===== src/rtl/DEF.sv =====
// rtl/DEF.sv - project-wide width define for the count interface
`ifndef INWD
`define INWD 8
`endif


===== src/rtl/fc_cnt_pkg.sv =====
// rtl/fc_cnt_pkg.sv - shared width, sync depth and FSM state type for the gray count receiver
`ifndef INWD
`define INWD 8
`endif

package fc_cnt_pkg;

  localparam int CNT_W      = `INWD;
  localparam int SYNC_DEPTH = 2;

  typedef enum logic [1:0] {
    ST_INIT  = 2'd0,
    ST_TRACK = 2'd1,
    ST_ERR   = 2'd2
  } state_t;

endpackage


===== src/rtl/gray2bin.sv =====
// rtl/gray2bin.sv - combinational gray to binary decode
module gray2bin #(
  parameter int W = 8
) (
  input  logic [W-1:0] gray,
  output logic [W-1:0] bin
);

  // Each binary bit is the xor of all gray bits at or above it.
  always_comb begin
    bin = '0;
    for (int i = 0; i < W; i++) begin
      bin[i] = ^(gray >> i);
    end
  end

endmodule


===== src/rtl/gray_cnt_receiver.sv =====
// rtl/gray_cnt_receiver.sv - synchronizes a remote gray counter and turns unit steps into pending events
module gray_cnt_receiver
  import fc_cnt_pkg::*;
#(
  parameter int W = CNT_W
) (
  input  logic         clk,
  input  logic         rst_n,
  input  logic [W-1:0] gray_in,
  input  logic         consume,
  input  logic         clr_err,
  output logic [W-1:0] cnt_bin,
  output logic [W-1:0] pending,
  output logic         evt_valid,
  output logic         err
);

  localparam logic [1:0] FILL_DONE = 2'(SYNC_DEPTH);

  state_t       state, state_nxt;
  logic [W-1:0] sync1, sync2;
  logic [W-1:0] decoded;
  logic [W-1:0] prev, prev_nxt;
  logic [W-1:0] pend_nxt;
  logic         err_nxt;
  logic [1:0]   fill, fill_nxt;
  logic [W-1:0] delta;
  logic         step_one, jump, inc, cons_ok, ovf;

  gray2bin #(.W(W)) u_gray2bin (
    .gray (sync2),
    .bin  (decoded)
  );

  assign delta     = cnt_bin - prev;
  assign step_one  = (state == ST_TRACK) && (delta == W'(1));
  assign jump      = (state == ST_TRACK) && (delta != W'(0)) && (delta != W'(1));
  assign inc       = step_one;
  assign cons_ok   = consume && (pending != '0);
  // A simultaneous consume absorbs the increment, so only a bare increment can overflow.
  assign ovf       = inc && !cons_ok && (pending == '1);
  assign evt_valid = (pending != '0);

  always_ff @(posedge clk or negedge rst_n) begin
    if (!rst_n) begin
      sync1 <= '0;
      sync2 <= '0;
    end else begin
      sync1 <= gray_in;
      sync2 <= sync1;
    end
  end

  always_ff @(posedge clk or negedge rst_n) begin
    if (!rst_n) begin
      state <= ST_INIT;
    end else begin
      state <= state_nxt;
    end
  end

  always_ff @(posedge clk or negedge rst_n) begin
    if (!rst_n) begin
      cnt_bin <= '0;
      prev    <= '0;
      pending <= '0;
      err     <= 1'b0;
      fill    <= '0;
    end else begin
      cnt_bin <= decoded;
      prev    <= prev_nxt;
      pending <= pend_nxt;
      err     <= err_nxt;
      fill    <= fill_nxt;
    end
  end

  always_comb begin
    state_nxt = state;
    case (state)
      ST_INIT:  if (fill == FILL_DONE) state_nxt = ST_TRACK;
      ST_TRACK: if (jump || ovf) state_nxt = ST_ERR;
      ST_ERR:   if (clr_err) state_nxt = ST_TRACK;
      default:  state_nxt = ST_INIT;
    endcase
  end

  always_comb begin
    prev_nxt = prev;
    pend_nxt = pending;
    err_nxt  = err;
    fill_nxt = fill;
    case (state)
      ST_INIT: begin
        // Seed from the live decode so the first TRACK cycle sees delta 0.
        if (fill == FILL_DONE) prev_nxt = decoded;
        else                   fill_nxt = fill + 2'd1;
      end
      ST_TRACK: begin
        if (step_one) prev_nxt = cnt_bin;
        if (jump) begin
          prev_nxt = cnt_bin;
          err_nxt  = 1'b1;
        end
      end
      ST_ERR: begin
        prev_nxt = cnt_bin;
        if (clr_err) err_nxt = 1'b0;
      end
      default: ;
    endcase

    if (ovf)                  err_nxt  = 1'b1;
    else if (inc && !cons_ok) pend_nxt = pending + W'(1);
    else if (!inc && cons_ok) pend_nxt = pending - W'(1);
  end

endmodule


===== config.mk =====
export PLATFORM = sky130hd
export DESIGN_NAME = gray_cnt_receiver
export DESIGN_NICKNAME = d
export VERILOG_FILES = /design/src/rtl/DEF.sv /design/src/rtl/fc_cnt_pkg.sv /design/src/rtl/gray2bin.sv /design/src/rtl/gray_cnt_receiver.sv
export SDC_FILE = /design/constraint.sdc
export NUM_CORES = 1
export LEC_CHECK = 0
export BUFFER_PORTS_ARGS = -buffer_cell sky130_fd_sc_hd__buf_2
export CAP_MARGIN = 10
export CORE_MARGIN = 2
export CORE_UTILIZATION = 52
export CTS_BUF_LIST = sky130_fd_sc_hd__clkbuf_16
export CTS_CLUSTER_SIZE = 30
export DETAILED_ROUTE_END_ITERATION = 10
export PLACE_DENSITY = 0.85
export SLEW_MARGIN = 25
export SYNTH_ARGS = -nofsm -noshare
export SYNTH_HDL_FRONTEND = slang
export SYNTH_SLANG_ARGS = --single-unit

===== constraint.sdc =====
create_clock -name clk -period 3.7 [get_ports clk]
set_input_delay 0.74 -clock clk [delete_from_list [all_inputs] [get_ports clk]]
set_output_delay 0.74 -clock clk [all_outputs]
set_load 0.05 [all_outputs]

==> results.yml <==
outcome:
  status: "complete, no violations"
critical_path:
  critPathMaxStageDelay_ps: 430
  r2r_cells: 17
  end_kind: "flop"
  cpMostUsedCell: "ha_4"
  slowest_stage: "dfrtp_1"
  worst-r2r-setup-slack_ps: 10
  arrival_ps: 3900
  critPathLaunchType: "flop"
  path_delay_family: "compound AO/OA/AOI/OAI gates"
  crit_cells: 17
  worstPathRequired_ps: 3910
  cp.buffers_inverters: 1
  path_max_fanout: 7
  worstSetupPathType: "flop to flop"
  path_cells: "ha_4 -> fa_2 -> nand3b_1 -> a221oi_2 -> nor2_2 -> nor2_4 -> nand3_2 -> nor2_4 -> ha_4 -> inv_8 -> ha_4 -> a21o_1 -> a211oi_2 -> nor2_2 -> o41ai_2 -> mux2i_1 -> xnor2_1"
clock_tree:
  cts_hold_buf: 0
  htree_levels: 2
  cts_tree: "yes"
  cts_buffers: 5
  clockBufferDepth: 2
  clk_pin_slew_ps: 60
  numClockSinks: 45
  clockRootBuffer: "clkbuf_16"
  clk_latency_ps: 290
synth:
  synth-compound-area-share_pct: 11.9
  synth_top_area_share_pct: 45.0
  dominantRegCellSynth: "dfrtp_1"
  yosys.area.top_type: "dfrtp_1"
  yosysSeqAreaShare_pct: 45.0
  yosys-mux-area-fraction_pct: 7.91
  yosys.area_share.xor_xnor_pct: 8.56
  synth_fp_nets: 263
  ys_types: 47
  synth-seq-cells: 45
  synth_cells: 229
  synthAdderAreaFrac_pct: 11.6
  synth.most_common_cell: "dfrtp_1"
  avgSynthCellArea_um2: 10.9
  async_flop_share_pct: 100
  synth_area_leaders: "dfrtp_1, ha_1, mux2i_1, xor2_1, inv_1"
  synth_edf_count: 0
  synth-simple-area-share_pct: 11.4
  synth_top_family_by_area: "compound AO/OA/AOI/OAI gates"
  yosys_warnings: 0
  synth_commonest_cells: "dfrtp_1, ha_1, inv_1, nand2_1, nor2_1"
  synth_area_mm2: 0.00250
timing:
  final_hold_viol_count: 0
  tns_ps: 0
  final_max_slew_viol_count: 0
  fmax_ghz: 0.271
  whs_ps: 351
  tightest_slew_ps: 565
  slew_headroom_pct: 62.3
  final.min_clock_period_ps: 3690
  worst_clock_skew_ps: 3.61
  finalCritPeriodShare_pct: 99.7
  setup_viol: 0
  rsz0062_at_grt: "true"
global_routing:
  grt_overflow_total: 0
  first_global_vias: 1768
  grtUsageTotal_pct: 20.2
  antenna_found_initial: 0
  grt_start_max_net_pins: 46
  grt_pass1_wl_um: 8160
power:
  comb_power_share_pct: 55.9
  power_frac_clock_pct: 18.7
  powerDensity_mw_per_mm2: 1030
  power_mw: 3.13
  switching_share_pct: 44.4
  internal_power_mw: 1.74
  seqPwrFrac_pct: 25.4
  p_sw_mw: 1.39
  vdd_drop_max_mv: 0.679
  leakage_nw: 1.42
layout:
  area_growth_pct: 21.9
  drive_above_1_share_pct: 28.5
  diodes: 0
  utilization_pct: 65.0
  fin_nets: 303
floorplanning:
  rows: 25
  die_area_mm2: 0.00538
  die_y_um: 73.3
  core_area_mm2: 0.00469
  die_w_um: 73.3
  start_util_pct: 53.3
  io_pins: 30
drt:
  drt_iter0_markers: 127
  first_pass_iters: 4
  viasPerCell: 5.66
  drt-wirelength-per-cell_um: 15.8
  num_vias: 1835
  drc: 0
  routed_wl_um: 5100
  postRouteAntennaNets: 0
place:
  gp_congestion: 0.852
  io_buffers: 29
  dp_hpwl_um: 3420
hold_path:
  hold-path-cell-count: 0
  min_path_type: "flop to flop"
run:
  cap_violations: 0
-- routing by layer --
metal	GRT usage [%]	share of wire (%)	vias up
li1	-	-	877
met1	25.9	42	900
met2	33.9	52	48
met3	5.35	4.5	10
met4	5.45	1.8	0
met5	0	0	-
-- power by group through the flow --
| stage | Sequential (mW) | Combinational (mW) | Clock (mW) |
|---|---|---|---|
| 2_1_floorplan | 1.01 | 1.11 | 0 |
| 3_3_place_gp | 0.793 | 1.61 | 0 |
| 3_5_place_dp | 0.801 | 1.65 | 0 |
| 4_1_cts | 0.793 | 1.68 | 0.592 |
| 5_1_grt | 0.816 | 1.91 | 0.615 |
| 6_report | 0.795 | 1.75 | 0.584 |
-- registers in the layout, indices dropped and copies added (netlist names) --
name / flops
cnt_bin: 8
pending: 8
prev: 8
sync1: 8
sync2: 8
fill: 2
state: 2
err: 1
-- stage by stage --
| stage | area [µm²] | cells | setup slack, ps |
|---|---|---|---|
| 2_1_floorplan | 2560 | 229 | 39.6 |
| 3_3_place_gp | 2770 | 310 | 161 |
| 3_5_place_dp | 2770 | 310 | 6.00 |
| 4_1_cts | 2970 | 318 | 15.4 |
| 5_1_grt | 3050 | 324 | -171 |
| 6_report | 3050 | 324 | 12.3 |
-- placed cells by master, fill, tap and decap left out, types with 6 or more instances in the layout --
cell     instances
mux2i_1         10
nand2_1         15
buf_2           28
xnor2_1          8
o21ai_0         10
mux2_2           6
inv_1           17
xor2_1          10
dfrtp_1         43
nor2_1          11
buf_4            8
ha_1            16
a21oi_1          8
-- what timing repair did --
item,in CTS,in global routing
buffers inserted,0,6
endpoints found under the hold margin,0,0
pin swaps,1,7
gates resized for setup,0,9
setup endpoints to repair,1,3
-- area by class of cell --
cell class / instances / area (µm²)
clock inverter: 3 / 68.8
multi-input combinational: 160 / 1370
inverter: 21 / 87.6
tap: 54 / 67.6
timing repair buffer: 36 / 200
clock buffer: 5 / 125
sequential: 45 / 1130
fill: 359 / 1640
-- worst reg2reg max path: cells and delay by family, from the launching register on --
family          cells  cell delay (ps)
mux                 1              280
compound gates      4             1020
fa+ha+maj           4              920
xor+xnor            1              140
simple gates        6              770
flops               1              430
buf+inv             1               50
-- kinds of logic (layout without fill, tap and decap cells) --
kind of cell	after synthesis	count (layout)
simple gates	58	58
compound gates	41	41
xor+xnor	21	21
fa+ha+maj	22	22
flops	45	45
buf+inv	24	65
mux	18	18
-- worst paths after layout --
kind	from	to
worst max register to register	prev[0]$_DFFE_PN0P_	pending[7]$_DFFE_PN0P_
max in group asynchronous	rst_n	cnt_bin[1]$_DFF_PN0_
worst min register to register	sync1[2]$_DFF_PN0_	sync2[2]$_DFF_PN0_
min in group asynchronous	rst_n	err$_DFFE_PN0P_
worst max-delay path	prev[0]$_DFFE_PN0P_	pending[7]$_DFFE_PN0P_
worst min-delay path	sync1[2]$_DFF_PN0_	sync2[2]$_DFF_PN0_
Power figures use the tool's default switching activity.
